==> src/rtl/memc_dma_port.sv <==
// memc_dma_port: arbitrates DMA read/write requests onto one single-port SRAM and
//   returns read data through a small in-order FIFO.
// Latency: writes reach the SRAM in the acceptance cycle; read data is offered 2 cycles
//   after acceptance when the FIFO is empty and read_pause is low.
// Backpressure: read_ready drops once queued plus in-flight reads would fill the FIFO;
//   read_pause stalls only the return path, so writes keep flowing at full rate.
// Ports: clk / reset_poweron (sync, active high); dma__memc__write_* and memc__dma__write_ready
//   form the write request; dma__memc__read_* and memc__dma__read_ready form the read request;
//   dma__memc__read_pause, memc__dma__read_data(_valid) form the return path;
//   memc__sram__* and sram__memc__rdata connect the single-port SRAM.
module memc_dma_port #(
  parameter int DATA_W   = 32,
  parameter int ADDR_W   = 24,
  parameter int RD_DEPTH = 4
) (
  input  logic              clk,
  input  logic              reset_poweron,
  input  logic              dma__memc__write_valid,
  input  logic [ADDR_W-1:0] dma__memc__write_address,
  input  logic [DATA_W-1:0] dma__memc__write_data,
  output logic              memc__dma__write_ready,
  input  logic              dma__memc__read_valid,
  input  logic [ADDR_W-1:0] dma__memc__read_address,
  output logic              memc__dma__read_ready,
  input  logic              dma__memc__read_pause,
  output logic [DATA_W-1:0] memc__dma__read_data,
  output logic              memc__dma__read_data_valid,
  output logic              memc__sram__en,
  output logic              memc__sram__we,
  output logic [ADDR_W-1:0] memc__sram__addr,
  output logic [DATA_W-1:0] memc__sram__wdata,
  input  logic [DATA_W-1:0] sram__memc__rdata
);

  localparam int PTR_W = $clog2(RD_DEPTH);
  localparam int CNT_W = PTR_W + 1;
  localparam int OCC_W = CNT_W + 1;
  localparam logic [OCC_W-1:0] DEPTH_OCC = OCC_W'(RD_DEPTH);

  typedef enum logic {
    GNT_WR = 1'b0,
    GNT_RD = 1'b1
  } gnt_e;

  gnt_e              last_gnt_q, last_gnt_d;
  logic              inflight_q, inflight_d;
  logic [PTR_W-1:0]  wr_ptr_q, wr_ptr_d;
  logic [PTR_W-1:0]  rd_ptr_q, rd_ptr_d;
  logic [CNT_W-1:0]  count_q, count_d;
  logic [DATA_W-1:0] fifo_mem_q [RD_DEPTH];

  logic [OCC_W-1:0]  occupancy;
  logic              rd_ok;
  logic              rd_gnt;
  logic              wr_gnt;
  logic              push;
  logic              pop;

  // Arbitration. Occupancy counts every read already accepted but not yet
  // handed back, so a new read is only taken when its data is sure to fit.
  always_comb begin
    occupancy = {1'b0, count_q} + {{CNT_W{1'b0}}, inflight_q};
    rd_ok     = occupancy < DEPTH_OCC;
    rd_gnt    = 1'b0;
    wr_gnt    = 1'b0;
    if (!reset_poweron) begin
      // A read wins a contested cycle only if the previous grant went to a write.
      rd_gnt = dma__memc__read_valid && rd_ok &&
               (!dma__memc__write_valid || (last_gnt_q == GNT_WR));
      wr_gnt = dma__memc__write_valid && !rd_gnt;
    end
  end

  assign memc__dma__write_ready = wr_gnt;
  assign memc__dma__read_ready  = rd_gnt;

  // SRAM drive: unpipelined, and held at zero in idle cycles.
  always_comb begin
    memc__sram__en    = wr_gnt | rd_gnt;
    memc__sram__we    = wr_gnt;
    memc__sram__addr  = '0;
    memc__sram__wdata = '0;
    if (wr_gnt) begin
      memc__sram__addr  = dma__memc__write_address;
      memc__sram__wdata = dma__memc__write_data;
    end else if (rd_gnt) begin
      memc__sram__addr  = dma__memc__read_address;
    end
  end

  // Return FIFO. SRAM data is valid the cycle after the read was issued, which
  // is exactly when inflight_q is set.
  always_comb begin
    push = inflight_q;
    pop  = !reset_poweron && (count_q != '0) && !dma__memc__read_pause;

    last_gnt_d = last_gnt_q;
    if (rd_gnt) begin
      last_gnt_d = GNT_RD;
    end else if (wr_gnt) begin
      last_gnt_d = GNT_WR;
    end

    inflight_d = rd_gnt;
    wr_ptr_d   = push ? wr_ptr_q + 1'b1 : wr_ptr_q;
    rd_ptr_d   = pop  ? rd_ptr_q + 1'b1 : rd_ptr_q;

    case ({push, pop})
      2'b10:   count_d = count_q + 1'b1;
      2'b01:   count_d = count_q - 1'b1;
      default: count_d = count_q;
    endcase
  end

  assign memc__dma__read_data_valid = pop;
  assign memc__dma__read_data       = reset_poweron ? '0 : fifo_mem_q[rd_ptr_q];

  always_ff @(posedge clk) begin
    if (reset_poweron) begin
      last_gnt_q <= GNT_WR;
      inflight_q <= 1'b0;
      wr_ptr_q   <= '0;
      rd_ptr_q   <= '0;
      count_q    <= '0;
    end else begin
      last_gnt_q <= last_gnt_d;
      inflight_q <= inflight_d;
      wr_ptr_q   <= wr_ptr_d;
      rd_ptr_q   <= rd_ptr_d;
      count_q    <= count_d;
    end
  end

  // Storage needs no reset: an entry is only visible after it has been pushed.
  // A read still in flight when reset arrives is dropped here.
  always_ff @(posedge clk) begin
    if (push && !reset_poweron) begin
      fifo_mem_q[wr_ptr_q] <= sram__memc__rdata;
    end
  end

endmodule

==> config.mk <==
export PLATFORM = sky130hd
export DESIGN_NAME = memc_dma_port
export DESIGN_NICKNAME = d
export VERILOG_FILES = /design/src/rtl/memc_dma_port.sv
export SDC_FILE = /design/constraint.sdc
export NUM_CORES = 1
export LEC_CHECK = 0
export CAP_MARGIN = 20
export CORE_MARGIN = 4
export CORE_UTILIZATION = 40
export DETAILED_ROUTE_END_ITERATION = 6
export PLACE_DENSITY = 0.72
export SETUP_SLACK_MARGIN = 0.2
export SLEW_MARGIN = 20
export SYNTH_ARGS = -nofsm -noshare
export SYNTH_HDL_FRONTEND = slang
export SYNTH_SLANG_ARGS = --single-unit
export TNS_END_PERCENT = 10
==> constraint.sdc <==
create_clock -name clk -period 2.6 [get_ports clk]
set_input_delay 0.78 -clock clk [delete_from_list [all_inputs] [get_ports clk]]
set_output_delay 0.78 -clock clk [all_outputs]
set_load 0.005 [all_outputs]
Yosys cells after proc, flatten, opt, wreduce, memory -nomap -nowiden
Memories as Yosys holds them, arrays and structs flattened. A register that Yosys moved wholly into a read port is not among the register bits.
Index checks and enable logic that the tools add are counted.
Word-level totals
  memories kept: 1
  output and inout port bits: 93
  register bits: 9
  RAM bits: 128
  logic and storage cells: 43
  input bits: 117
Memories
  fifo_mem_q: words 4, width 32, rd ports 1, clocked after memory_dff 1, wr ports 1, RTL line 50  | logic [DATA_W-1:0] fifo_mem_q [RD_DEPTH];
Operators by class
  eq/ne operators: 2
  order comparisons: 1
  muxes and demuxes: 13
  add/subtract/negate cells: 5
  bitwise operators: 2
  reductions and logical operators: 14
Operator list (number)
  32-bit two-way mux: 2
  24-bit two-way mux: 2
  1-bit logical AND: 6
  1-bit two-way mux: 6
  3-bit one-hot mux with 2 select lines: 1
  2-bit by 1-bit adder with 2-bit output (second input constant): 2
  3-bit by 1-bit adder with 4-bit output: 1
  1-bit logical NOT: 4
  4-bit by 3-bit < comparator with 1-bit output (second input constant): 1
  2-bit two-way mux: 2
  2-bit nonzero test: 2
  3-bit by 1-bit adder with 3-bit output (second input constant): 1
  3-bit nonzero test: 1
  3-bit by 1-bit subtractor with 3-bit output (second input constant): 1
  2-bit by 1-bit equality test with 1-bit output (second input constant): 1
  2-bit equality test (second input constant): 1
  1-bit logical OR: 1
  1-bit NOT: 1
  1-bit OR: 1

Logic depth before layout (Yosys ltp)
Gate-level depths: netlist (run 1).
  depth after elaboration: 9
  mapped depth: 8
  mapped depth without buffers: 8

Worst setup path before layout (run 1)
OpenSTA, ideal clock, no wires.
  path type: in2reg
  start point: input port reset_poweron
  end point: register count_q[2]
  data arrival time: 2.488 ns
  library setup time: 0.071 ns
  stages on the path: 7
  path buffers: 0
  data required time: 2.529 ns
  path slack: 0.041 ns
  path through: nor3_1 -> ha_1 -> inv_1 -> fa_1 -> xor2_1 -> or3_1 -> a21oi_1
On the way
  longest elaborated chain between the ends: 5
  elaborated cells on any way between the ends: 7
  those cells by class: eq/ne: 2; mux: 1; reduce/logical: 4
Ends and longest elaborated chain
  start: declaration: RTL line 17  | input logic reset_poweron,
  1-bit logical NOT: RTL line 95  | pop = !reset_poweron && (count_q != '0) && !dma__memc__read_pause;
  1-bit logical AND (2 in series): RTL line 95
  2-bit by 1-bit equality test with 1-bit output or 2-bit equality test (tied branches): RTL line 108  | case ({push, pop})
  3-bit one-hot mux with 2 select lines or 2-bit nonzero test (tied branches)
  end signal: assignment: RTL line 130  | count_q <= count_d;
  end: declaration: RTL line 49  | logic [CNT_W-1:0] count_q, count_d;
Several ways; a longest one is shown, not always the timed one.
A chain may end at the register's enable or synchronous reset.

Worst setup path after layout (run 1)
  start point: input port dma__memc__read_valid
  end point: output port memc__sram__wdata[14]
On the way
  longest elaborated chain between the ends: 6
Ends and longest elaborated chain
  start: declaration: RTL line 22  | input logic dma__memc__read_valid,
  1-bit logical AND (2 in series): RTL line 68  | rd_gnt = dma__memc__read_valid && rd_ok &&
  1-bit logical NOT: RTL line 70  | wr_gnt = dma__memc__write_valid && !rd_gnt;
  1-bit logical AND: RTL line 70
  1-bit two-way mux: RTL line 66  | if (!reset_poweron) begin
  32-bit two-way mux: RTL line 83  | if (wr_gnt) begin
  end: declaration: RTL line 31  | output logic [DATA_W-1:0] memc__sram__wdata,
No other way between the ends.

==> impl_metrics.env, run 1 <==
export IMPL_status="complete, but fails checks"
export IMPL_violations="negative setup slack"
export IMPL_met1_length_um=7200
export IMPL_port_buffers=209
export IMPL_cts_buffers=17
export IMPL_seq_area_frac_synth=0.655
export IMPL_grt_remaining_overflow=0
export IMPL_peakVddDrop_v=0.000626
export IMPL_cpMostUsedCell="buf_4"
export IMPL_cap_violations=0
export IMPL_synth_ff_type="edfxtp_1"
export IMPL_diodes=0
export IMPL_placed_cell_area_mm2=0.00876
export IMPL_reg2reg_setup_slack_ns=0.50
export IMPL_synth_area_mm2=0.00620
export IMPL_vias=4672
export IMPL_synth_xor_area_share=0.00424
export IMPL_vias_per_cell=5.47
export IMPL_r2r_start="count_q[0]"
export IMPL_ys_async_sr_fraction=0
export IMPL_grt_pass1_wl_um=29100
export IMPL_clock_sinks=139
export IMPL_cts_hold_buf=0
export IMPL_finalNonFillerCells=854
export IMPL_dr_wl_met3_um=1380
export IMPL_syn_nets=520
export IMPL_hold_violations=0
export IMPL_synthAdderAreaFrac=0.0133
export IMPL_drive_gt1_frac=0.407
export IMPL_antenna_left=0
export IMPL_p_total_mw=5.69
export IMPL_rsz0062_at_grt="yes"
export IMPL_cp_top_family="buffers and inverters"
export IMPL_drv_slew=0
export IMPL_synth_compound_area_frac=0.0593
export IMPL_cp_arrival_ns=2.00
export IMPL_fin_crit_sh=1.07
export IMPL_layout_nets=778
export IMPL_met2_length_um=9580
export IMPL_worstPathCellList="buf_8, nor2b_4, nand3_4, buf_4, buf_4, and3_4, dlygate4sd2_1"
export IMPL_ys_types=33
export IMPL_num_rows=45
export IMPL_firstDrtPassIters=6
export IMPL_hold_class="flop to flop"
export IMPL_antenna_found_initial=1
export IMPL_synthMuxAreaShare=0.121
export IMPL_die_area_mm2=0.0176
export IMPL_fmax_mhz=360
export IMPL_grt_max_degree=29
export IMPL_crit_path_max_incr_delay_ns=0.26
export IMPL_synth_top_family_by_area="multiplexers"
export IMPL_synth_top_area_share=0.620
export IMPL_synth_most_common_cell="edfxtp_1"
export IMPL_coreArea_mm2=0.0152
export IMPL_yosys_area_top_type="edfxtp_1"
export IMPL_slew_headroom=0.729
export IMPL_critPathRequiredTime_ns=1.82
export IMPL_setup_viol=45
export IMPL_route_detailed_drc=0
export IMPL_syn_to_final_growth_pct=58.1
export IMPL_clk_latency_ns=0.40
export IMPL_grt_util_all_layers=0.215
export IMPL_reg2regPathDepth=10
export IMPL_ctsLongestPathBuffers=2
export IMPL_synth_edf_count=128
export IMPL_routed_wl_um=18600
export IMPL_end_kind="output pin"
export IMPL_synth_area_top_cells="edfxtp_1 62%, mux4_2 12%, dfxtp_1 3.6%"
export IMPL_io_pins=210
export IMPL_root_buffer="clkbuf_16"
export IMPL_finalCriticalPeriod_ns=2.78
export IMPL_first_global_vias=5095
export IMPL_worstMarginPinSlew_ns=0.403
export IMPL_syn_avg_cell_area_um2=15.6
export IMPL_tns_ns=-2.71
export IMPL_place_inst=798
export IMPL_gp_congestion=0.885
export IMPL_final_area_mm2=0.00980
export IMPL_die_x_um=132
export IMPL_clk_pin_slew_ns=0.06
export IMPL_hold_depth=1
export IMPL_drt_iter0_drc=154
export IMPL_synth_ff_latch_count=139
export IMPL_syn_inst=397
export IMPL_htreeDepth=4
export IMPL_finClkSkew_ns=0.00675
export IMPL_cp_max_fo=6
export IMPL_synthTopCellsByCount="128 x edfxtp_1, 33 x and3_1, 33 x nor2b_1"
export IMPL_timing_critical_path_buf_inv=4
export IMPL_tritoncts="built"
export IMPL_initial_core_util=0.408
export IMPL_hpwl_um=12400
export IMPL_leakage_nw=3.65
export IMPL_critical_path_class="input port to output pin"
export IMPL_reg2reg_to="count_q[2]"
export IMPL_crit_slowest_cell="dlygate4sd2_1"
export IMPL_start_kind="input port"
export IMPL_synth_simple_area_share=0.111
export IMPL_yosysWarningCount=0
export IMPL_p_per_area_mw_per_mm2=580
export IMPL_layout_setup_ws_ns=-0.179
export IMPL_highest_layer="met5"
export IMPL_routedWlPerCell_um=21.8
export IMPL_worstHoldStart="rd_ptr_q[0]"
export IMPL_die_h_um=132
-- layout by cell type (no fill, tap or decap), types with 4 or more instances in the layout --
cell | netlist | layout
buf_16 | 0 | 5
clkinv_2 | 0 | 5
dlygate4sd2_1 | 0 | 17
buf_6 | 4 | 21
nor2b_1 | 33 | 25
clkdlybuf4s15_2 | 0 | 7
nor2_1 | 8 | 8
mux4_2 | 32 | 32
o311ai_1 | 4 | 13
a21oi_2 | 0 | 6
nor2b_4 | 0 | 7
nand4_1 | 24 | 24
and3_4 | 0 | 12
clkdlybuf4s50_1 | 0 | 105
inv_1 | 7 | 6
edfxtp_1 | 128 | 128
a21oi_4 | 0 | 4
dfxtp_1 | 11 | 5
clkbuf_16 | 0 | 17
buf_12 | 0 | 15
and3_1 | 33 | 21
and2_2 | 0 | 4
buf_4 | 1 | 32
clkbuf_2 | 1 | 12
o311ai_2 | 0 | 5
ha_1 | 5 | 5
buf_2 | 12 | 56
a21oi_1 | 29 | 19
-- cells by family after synthesis --
family / count (synthesis)
flops: 139
simple gates: 114
compound gates: 55
buf+inv: 45
mux: 35
fa+ha+maj: 6
xor+xnor: 3
-- final cells by class --
type | instances | area, um^2
Timing Repair Buffer | 277 | 2690
Multi-Input combinational cell | 213 | 2240
Tap cell | 188 | 235
Clock buffer | 18 | 429
Inverter | 7 | 26.3
Fill cell | 1113 | 5400
Sequential cell | 139 | 4080
Clock inverter | 12 | 104
-- metal layers --
layer  global-route usage  up-vias
met5                    0        -
met4               0.0727        2
met3               0.0639       28
met2                0.376      234
met1                0.253     2300
li1                     -     2108
-- stage by stage --
stage / hold WS, ns / utilization / worst slack, ns
2_1_floorplan: 0.438 / - / 0.137
6_report: 0.486 / 0.645 / -0.179
4_1_cts: 0.488 / 0.644 / -0.175
3_3_place_gp: 0.448 / 0.576 / -0.836
3_5_place_dp: 0.485 / 0.576 / -0.888
5_1_grt: 0.517 / 0.645 / -0.222
-- power breakdown --
| group | switching (mW) | internal (mW) |
|---|---|---|
| logic | 0.397 | 0.630 |
| clock network | 0.855 | 1.30 |
| registers | 0.0250 | 2.48 |
-- state kept, by name, summed over array words and instances, names as in the netlist, named ones only --
name / flops
fifo_mem_q: 128
inflight_q: 1
last_gnt_q: 1
count_q: 3
wr_ptr_q: 2
rd_ptr_q: 2
-- worst max path at each step --
| stage | startpoint | to | slack [ns] | cells past startpoint |
|---|---|---|---|---|
| global placement | dma__memc__write_valid | memc__sram__addr[20] | -0.84 | 6 |
| floorplan | dma__memc__write_valid | memc__sram__we | 0.14 | 6 |
| CTS | flop | memc__dma__read_data[0] | -0.18 | 7 |
| global route | flop | memc__dma__read_data[10] | -0.22 | 7 |
| detailed placement | dma__memc__write_valid | memc__sram__addr[21] | -0.89 | 6 |
| finish | dma__memc__read_valid | memc__sram__wdata[14] | -0.18 | 7 |
-- repair_timing --
item                       4_1_cts  5_1_grt
gates cloned                     8        0
pin swaps                       46       27
setup endpoints to repair       93       94
setup buffers                   18        0
hold endpoints to repair         0        0
gates resized for setup        432       38
(Power assumes the default switching activity.)
==> run 2, diff against run 1 <==
--- a/config.mk
+++ b/config.mk
@@ -6,6 +6,7 @@
 export NUM_CORES = 1
 export LEC_CHECK = 0
 export CAP_MARGIN = 20
+export CORE_ASPECT_RATIO = 0.75
 export CORE_MARGIN = 4
 export CORE_UTILIZATION = 40
 export DETAILED_ROUTE_END_ITERATION = 6
==> run 2 against run 1 <==
  * The run still ends with negative setup slack left
  * Via count down 1.6%
  * Flip-flop and latch count unchanged
  * Largest power group unchanged
  * Largest cell class unchanged
  * Hold slack better by 0.0030 ns
  * Sequential share of layout area up 0.14 points
  * Wire length down 4.7%
  * Die area up 0.12%
==> impl_metrics.env, run 2 (synthesis results as in run 1) <==
export IMPL_grt_max_degree=34
export IMPL_routedWlPerCell_um=20.4
export IMPL_regMostFlops="fifo_mem_q"
export IMPL_coreArea_mm2=0.0152
export IMPL_final_common_cell="edfxtp_1"
export IMPL_drt_iter0_drc=295
export IMPL_finClkSkew_ns=0.0135
export IMPL_final_core_util=0.640
export IMPL_reg2reg_setup_slack_ns=0.50
export IMPL_r2r_start="count_q[2]"
export IMPL_diodes=0
export IMPL_final_cell_mix="128 x edfxtp_1, 112 x clkdlybuf4s50_1, 46 x buf_2"
export IMPL_end_kind="output pin"
export IMPL_die_x_um=152
export IMPL_io_pins=210
export IMPL_placed_cell_area_mm2=0.00878
export IMPL_hpwl_um=11400
export IMPL_ctsLongestPathBuffers=2
export IMPL_cp_arrival_ns=1.90
export IMPL_worstMarginPinSlew_ns=0.417
export IMPL_whs_endpoint="rd_ptr_q[0]"
export IMPL_internal_power_mw=4.63
export IMPL_cts_buffers=17
export IMPL_rsz0062_at_grt="yes"
export IMPL_critPathRequiredTime_ns=1.82
export IMPL_reg2regPathDepth=9
export IMPL_syn_to_final_growth_pct=57.2
export IMPL_antenna_found_initial=0
export IMPL_routed_wl_um=17700
export IMPL_tritoncts="built"
export IMPL_status="complete, but fails checks"
export IMPL_hold_violations=0
export IMPL_die_area_mm2=0.0176
export IMPL_comb_power_share=0.178
export IMPL_setup_viol=27
export IMPL_finalCriticalPeriod_ns=2.68
export IMPL_crit_slowest_cell="clkdlybuf4s15_2"
export IMPL_clock_sinks=139
export IMPL_clock_power_share=0.399
export IMPL_gp_congestion=0.763
export IMPL_cp_top_family="buffers and inverters"
export IMPL_antenna_left=0
export IMPL_clk_pin_slew_ns=0.05
export IMPL_htreeDepth=4
export IMPL_cp_max_fo=6
export IMPL_root_buffer="clkbuf_16"
export IMPL_vias_per_cell=5.29
export IMPL_largest_register_ffs=128
export IMPL_peakVddDrop_v=0.000425
export IMPL_grt_remaining_overflow=0
export IMPL_leakage_nw=3.67
export IMPL_drv_slew=0
export IMPL_clk_latency_ns=0.41
export IMPL_p_sw_mw=1.29
export IMPL_hold_class="flop to flop"
export IMPL_use_met3=0.0485
export IMPL_reg2reg_to="count_q[2]"
export IMPL_grt_pass1_wl_um=25800
export IMPL_firstDrtPassIters=5
export IMPL_hold_depth=1
export IMPL_cpMostUsedCell="buf_6"
export IMPL_busiest_layer="met2"
export IMPL_swShare=0.217
export IMPL_die_h_um=116
export IMPL_num_rows=39
export IMPL_cap_violations=0
export IMPL_start_kind="input port"
export IMPL_hold_ws_ns=0.489
export IMPL_first_global_vias=4718
export IMPL_initial_core_util=0.407
export IMPL_final_area_mm2=0.00974
export IMPL_layout_nets=774
export IMPL_place_inst=807
export IMPL_place_worst_setup_slack_ns=-0.793
export IMPL_fmax_mhz=373
export IMPL_p_total_mw=5.92
export IMPL_tns_ns=-0.847
export IMPL_route_detailed_drc=0
export IMPL_met1_usage=0.242
export IMPL_layout_setup_ws_ns=-0.0792
export IMPL_p_per_area_mw_per_mm2=608
export IMPL_critical_path_class="input port to output pin"
export IMPL_fin_crit_sh=1.03
export IMPL_met2_usage=0.339
export IMPL_slew_headroom=0.720
export IMPL_grt_util_all_layers=0.195
export IMPL_vias=4596
export IMPL_drive_gt1_frac=0.398
export IMPL_worstHoldStart="rd_ptr_q[0]"
export IMPL_seqPwrFrac=0.423
export IMPL_finalNonFillerCells=868
export IMPL_top_regs="fifo_mem_q (128), count_q (3)"
export IMPL_worstPathCellList="buf_8, nor2b_4, buf_6, buf_6, buf_6, buf_6, nand4_1, a21oi_1, clkdlybuf4s15_2"
export IMPL_timing_critical_path_buf_inv=6
export IMPL_crit_path_max_incr_delay_ns=0.22
export IMPL_nFillCells=1143
export IMPL_port_buffers=209
export IMPL_violations="negative setup slack"
run 2: final cells by class:
cell class              count  area, um^2  area share
flip-flops and latches    139        4070       0.418
repair buffers            273        2640       0.271
multi-input cells         213        2170       0.223
clock buffers              19         433      0.0444
well taps                 205         256      0.0263
clock inverters            12         149      0.0153
inverters                   7        26.3     0.00270
run 2: how the worst max path moves through the flow:
stage / from / to / slack (ns) / cells past startpoint
after floorplan: dma__memc__write_valid / memc__sram__we / 0.14 / 6
after global placement: dma__memc__read_valid / memc__sram__addr[9] / -0.80 / 6
after detailed placement: dma__memc__read_valid / memc__sram__addr[20] / -0.79 / 6
after CTS: flop / memc__dma__read_data[5] / -0.17 / 5
after global routing: flop / memc__dma__read_data[0] / -0.13 / 6
final: dma__memc__read_valid / memc__sram__addr[1] / -0.08 / 9
run 2: worst reg2reg max path: cells and delay by family, from the launching register on:
kind | cells | cell delay, ns
buffers and inverters | 2 | 0.20
adder cells (fa/ha/maj) | 2 | 0.53
XOR/XNOR | 1 | 0.16
AND/OR/NAND/NOR | 3 | 0.57
flip-flops | 1 | 0.45
AO/OA/AOI/OAI | 1 | 0.13
run 2: repair_timing:
item / CTS / global route
pin swaps: 21 / 20
hold buffers: 0 / 0
cloned: 10 / 0
endpoints found under the setup margin: 93 / 94
gates resized for setup: 330 / 120
buffers inserted: 15 / 5
run 2: metal layers:
metal,share of wire,up-vias
met5,0,-
met4,0.019,0
met3,0.077,28
met2,0.51,208
met1,0.40,2250
li1,-,2110
run 2: power groups by stage:
stage / clock network, mW / logic [mW] / registers, mW
floorplan: 0 / 0.363 / 2.54
finish: 2.36 / 1.06 / 2.50
global placement: 0 / 0.841 / 2.54
detailed placement: 0 / 0.857 / 2.55
CTS: 2.40 / 1.04 / 2.50
global route: 2.51 / 1.13 / 2.51
==> run 3, diff against run 2 <==
--- a/config.mk
+++ b/config.mk
@@ -7,7 +7,7 @@
 export LEC_CHECK = 0
 export CAP_MARGIN = 20
 export CORE_ASPECT_RATIO = 0.75
-export CORE_MARGIN = 4
+export CORE_MARGIN = 2
 export CORE_UTILIZATION = 40
 export DETAILED_ROUTE_END_ITERATION = 6
 export PLACE_DENSITY = 0.72
==> run 3 against run 2 <==
  * The flow still finishes with violations (negative setup slack)
  * Non-clock buffer count up 11
  * Register-to-register slack better by 0.05 ns
  * Clock skew down 0.0066 ns
  * Cell count up 1.5%
  * Global-route usage up 3.0 points
  * Clock power up 5%
  * Critical path type is now flop to output pin
  * Critical endpoint is now memc__dma__read_data[12]
  * Largest cell class unchanged
==> impl_metrics.env, run 3 (synthesis results as in run 1) <==
export IMPL_layout_setup_ws_ns=-0.145
export IMPL_finalCriticalPeriod_ns=2.74
export IMPL_grt_util_all_layers=0.225
export IMPL_swShare=0.230
export IMPL_hold_class="flop to flop"
export IMPL_violations="negative setup slack"
export IMPL_critPathRequiredTime_ns=1.82
export IMPL_vias=4720
export IMPL_die_h_um=112
export IMPL_hold_violations=0
export IMPL_cap_violations=0
export IMPL_worstPathCellList="buf_12, buf_12, buf_8, buf_6, mux4_2, nor2b_4, buf_6"
export IMPL_clk_latency_ns=0.41
export IMPL_gp_congestion=0.875
export IMPL_timing_critical_path_buf_inv=5
export IMPL_internal_power_mw=4.69
export IMPL_hpwl_um=10900
export IMPL_ctsLongestPathBuffers=2
export IMPL_finalNonFillerCells=881
export IMPL_finClkSkew_ns=0.00690
export IMPL_final_area_mm2=0.0101
export IMPL_syn_to_final_growth_pct=63.3
export IMPL_final_cell_mix="128 x edfxtp_1, 111 x clkdlybuf4s50_1, 44 x buf_2"
export IMPL_antenna_left=0
export IMPL_comb_power_share=0.180
export IMPL_crit_path_max_incr_delay_ns=0.48
export IMPL_routed_wl_um=18400
export IMPL_critical_path_class="flop to output pin"
export IMPL_worstMarginPinSlew_ns=0.526
export IMPL_die_area_mm2=0.0165
export IMPL_io_pins=210
export IMPL_seqPwrFrac=0.412
export IMPL_leakage_nw=3.71
export IMPL_drive_gt1_frac=0.449
export IMPL_crit_slowest_cell="mux4_2"
export IMPL_die_x_um=148
export IMPL_rsz0062_at_grt="yes"
export IMPL_fmax_mhz=364
export IMPL_start_kind="flop"
export IMPL_firstDrtPassIters=5
export IMPL_hold_ws_ns=0.475
export IMPL_root_buffer="clkbuf_16"
export IMPL_drt_iter0_drc=377
export IMPL_end_kind="output pin"
export IMPL_fin_crit_sh=1.06
export IMPL_clk_pin_slew_ns=0.06
export IMPL_initial_core_util=0.409
export IMPL_grt_remaining_overflow=0
export IMPL_peakVddDrop_v=0.000497
export IMPL_p_sw_mw=1.40
export IMPL_tritoncts="built"
export IMPL_routedWlPerCell_um=20.9
export IMPL_p_per_area_mw_per_mm2=602
export IMPL_tns_ns=-2.66
export IMPL_top_regs="fifo_mem_q (128), count_q (3)"
export IMPL_cp_top_family="buffers and inverters"
export IMPL_regMostFlops="fifo_mem_q"
export IMPL_place_inst=813
export IMPL_largest_register_ffs=128
export IMPL_first_global_vias=4986
export IMPL_vias_per_cell=5.36
export IMPL_status="complete, but fails checks"
export IMPL_drv_slew=0
export IMPL_cp_max_fo=4
export IMPL_final_common_cell="edfxtp_1"
export IMPL_reg2reg_setup_slack_ns=0.55
export IMPL_clock_sinks=139
export IMPL_grt_pass1_wl_um=28000
export IMPL_slew_headroom=0.646
export IMPL_antenna_found_initial=1
export IMPL_htreeDepth=4
export IMPL_cp_arrival_ns=1.96
export IMPL_route_detailed_drc=0
export IMPL_setup_viol=38
export IMPL_cts_buffers=17
export IMPL_grt_max_degree=26
export IMPL_layout_nets=785
export IMPL_port_buffers=209
export IMPL_coreArea_mm2=0.0152
export IMPL_num_rows=39
export IMPL_clock_power_share=0.408
export IMPL_placed_cell_area_mm2=0.00879
==> run 3: changes by cell type in the layout (fill, tap and decap cells not counted), sizes merged, moves of 3 or more <==
cell and change:
dlygate4sd2 +7, buf +23, clkdlybuf4s15 -3, inv +5, clkinv -3, clkbuf -16
==> run 3: worst reg2reg max path, cell delays in order (launching register included) <==
cell and delay, ns:
dfxtp_1 0.40, nor3_1 0.14, nor3_4 0.18, ha_1 0.20, inv_1 0.06, fa_1 0.37
xor2_1 0.16, or3_1 0.32, a21oi_1 0.16
==> run 3: cell type report <==
class,count,area (um^2)
clock inverters,15,189
repair buffers,284,2820
inverters,7,28.8
well taps,205,256
clock buffers,17,425
diodes,1,2.50
multi-input cells,213,2330
fillers,1051,5050
flip-flops and latches,139,4070
==> run 3: final timing paths <==
check	start	end	cells past startpoint
min reg2reg	rd_ptr_q[0]	flop	1
max	flop	memc__dma__read_data[12]	7
min	rd_ptr_q[0]	flop	1
max reg2reg	count_q[1]	count_q[2]	8
==> run 3: power by group through the flow <==
stage	Clock [mW]	Combinational, mW	Sequential (mW)
floorplan	0	0.363	2.54
global placement	0	0.822	2.55
detailed placement	0	0.839	2.55
CTS	2.53	1.07	2.51
global route	2.63	1.17	2.51
finish	2.48	1.10	2.51
==> run 3: through the flow <==
step / utilization / power (mW) / setup slack, ns
2_1_floorplan: - / 2.91 / 0.137
3_5_place_dp: 0.579 / 3.39 / -0.768
6_report: 0.667 / 6.09 / -0.145
5_1_grt: 0.667 / 6.31 / -0.220
4_1_cts: 0.664 / 6.11 / -0.148
3_3_place_gp: 0.579 / 3.37 / -0.720
==> run 3: metal layers <==
| metal | vias up | GRT usage | wire length (um) |
|---|---|---|---|
| li1 | 2133 | - | - |
| met1 | 2359 | 0.296 | 7860 |
| met2 | 190 | 0.365 | 9020 |
| met3 | 38 | 0.0631 | 1170 |
| met4 | 0 | 0.0705 | 392 |
| met5 | - | 0 | 0 |
==> run 3: timing repair <==
item | in CTS | in global routing
pin swaps | 32 | 30
setup endpoints to repair | 94 | 92
setup buffers | 24 | 0
hold buffers | 0 | 0
resized for setup | 441 | 66
cloned | 11 | 0
==> patch, RTL diff (flow settings as in run 3) <==
The parameter `ADDR_W` goes from 24 to 48.
--- a/src/rtl/memc_dma_port.sv
+++ b/src/rtl/memc_dma_port.sv
@@ -10,7 +10,7 @@
 //   memc__sram__* and sram__memc__rdata connect the single-port SRAM.
 module memc_dma_port #(
   parameter int DATA_W   = 32,
-  parameter int ADDR_W   = 24,
+  parameter int ADDR_W   = 48,
   parameter int RD_DEPTH = 4
 ) (
   input  logic              clk,
Ports: changed (resized dma__memc__read_address, dma__memc__write_address and memc__sram__addr); port bits go from 210 to 282. The function was not compared with the original's and may differ.
==> patch against run 3 <==
The run still ends with negative setup slack left. Area after synthesis rose by 9.9%. Total power rose by 4.6%. Fmax fell by 0.71%. Wire length rose by 30%. Clock skew rose by 2.4 ps. Sequential power barely moved. Hold slack improved by 0.85 ps. Sequential cell count did not move. Final area rose by 14%. Worst setup slack got worse by 20 ps. Critical path type is now in2out. Largest cell class unchanged.
==> patch: results (changes against run 3) <==
worst_setup_path:
  r2r_slack_ps: 350  # was 550 ps
  rr_startpoint: "count_q[0]"  # was count_q[1]
  crit_slowest_cell: "o311ai_0"  # was mux4_2
  cp_max_fo: 27  # was 4
timing:
  holdWs_ps: 476  # was 475 ps
  setup_slack_ps: -165  # was -145 ps
  skew_ps: 9.34  # was 6.90 ps
  worst_slew_pin_slew_ps: 533  # was 526 ps
  finalSetupViolCount: 51  # was 38
placement:
  gp_congestion: 0.889  # was 0.875
  io_buffers: 281  # was 209
  dp_hpwl_um: 15500  # was 10,900 um
yosys:
  syn-num-nets: 661  # was 520
  synth.mux.area_fraction_pct: 11.0  # was 12.1%
  synthAdderAreaFrac_pct: 1.21  # was 1.33%
  ys_seq_area_share_pct: 59.6  # was 65.5%
  synth_area_leaders: "edfxtp_1 56%, mux4_2 11%, o311ai_0 5.7%, nand4_1 4.4%, a21oi_1 3.9%"  # was edfxtp_1 62%, mux4_2 12%, dfxtp_1 3.6%, and3_1 3.3%, nor2b_1 3.3%
  synth_compound_area_share_pct: 10.2  # was 5.93%
final_layout:
  n_antenna_cell: 0  # was 1
  final.fill_count: 1207  # was 1,051
  fin_nets: 995  # was 785
  drive_gt1_share_pct: 39.5  # was 44.9%
run_status:
  outcome: "complete, but fails checks"  # unchanged
  failed_checks: "negative setup slack"  # unchanged
global_routing:
  grt_antenna_before_repair: 0  # was 1
  grt_pass1_wl_um: 35100  # was 28,000 um
  grt_pass1_vias: 6024  # was 4,986
  grt_max_degree: 49  # was 26
route:
  wl_per_cell_um: 22.9  # was 20.9 um
  vias_per_cell: 5.76  # was 5.36
power_and_ir_drop:
  peakVddDrop_mv: 0.480  # was 0.497 mV
  p_leak_nw: 4.25  # was 3.71 nW
## patch: changes by cell type in the layout (fill, tap and decap cells not counted), sizes merged, moves of 3 or more
| cell | delta |
|---|---|
| o311ai | +24 |
| buf | +27 |
| inv | -4 |
| clkbuf | -10 |
| clkdlybuf4s15 | +23 |
| dlygate4sd2 | +3 |
| clkdlybuf4s50 | +46 |
| nand4 | +24 |
| a21oi | +24 |
## patch: stage by stage
stage               TNS (ps)  cells  worst slack, ps
floorplan                  0    490              219
global placement      -67770    986             -900
detailed placement    -70260    986             -938
CTS                    -5170   1051             -162
global route           -8220   1051             -261
finish                 -4380   1051             -165
## patch: cell type report
type | count | area (um^2) | share of cell area [%]
clock inverters | 13 | 191 | 1.66
inverters | 7 | 28.8 | 0.250
flip-flops and latches | 139 | 4070 | 35.4
repair buffers | 374 | 3760 | 32.7
well taps | 215 | 269 | 2.34
clock buffers | 18 | 429 | 3.73
multi-input cells | 285 | 2740 | 23.9
## patch: report_power, final
| part | leakage [nW] | total, W | switching, W | internal [W] |
|---|---|---|---|---|
| logic | 2.71 | 0.00136 | 0.000535 | 0.000825 |
| registers | 1.25 | 0.00251 | 0.0000229 | 0.00248 |
| clock network | 0.293 | 0.00250 | 0.000896 | 0.00161 |
## patch: logic make-up (layout without fill, tap and decap cells)
logic type	after synthesis	in the layout
buffers and inverters	66	412
AND/OR/NAND/NOR	138	138
multiplexers	35	35
AO/OA/AOI/OAI	103	103
XOR/XNOR	3	3
flip-flops	139	139
adder cells (fa/ha/maj)	6	6
## patch: how the worst max path moves through the flow
stage          slack [ps]                        to  cells past startpoint
5_1_grt              -260      memc__sram__addr[43]                      5
3_5_place_dp         -940      memc__sram__wdata[7]                      7
4_1_cts              -160  memc__dma__read_data[15]                      7
2_1_floorplan         220                count_q[2]                      7
3_3_place_gp         -900      memc__sram__wdata[7]                      7
6_report             -160      memc__sram__addr[43]                      6
## patch: timing repair
item / CTS / global route
buffers inserted: 22 / 0
pin swaps: 32 / 28
resized for setup: 497 / 76
cloned: 12 / 0
setup endpoints to repair: 118 / 118
## patch: layer usage
layer  part of all wire [%]  track usage (%)
met5                      0                0
met1                     41             33.5
met3                    5.8             4.86
met4                    3.6             11.4
met2                     50             43.2
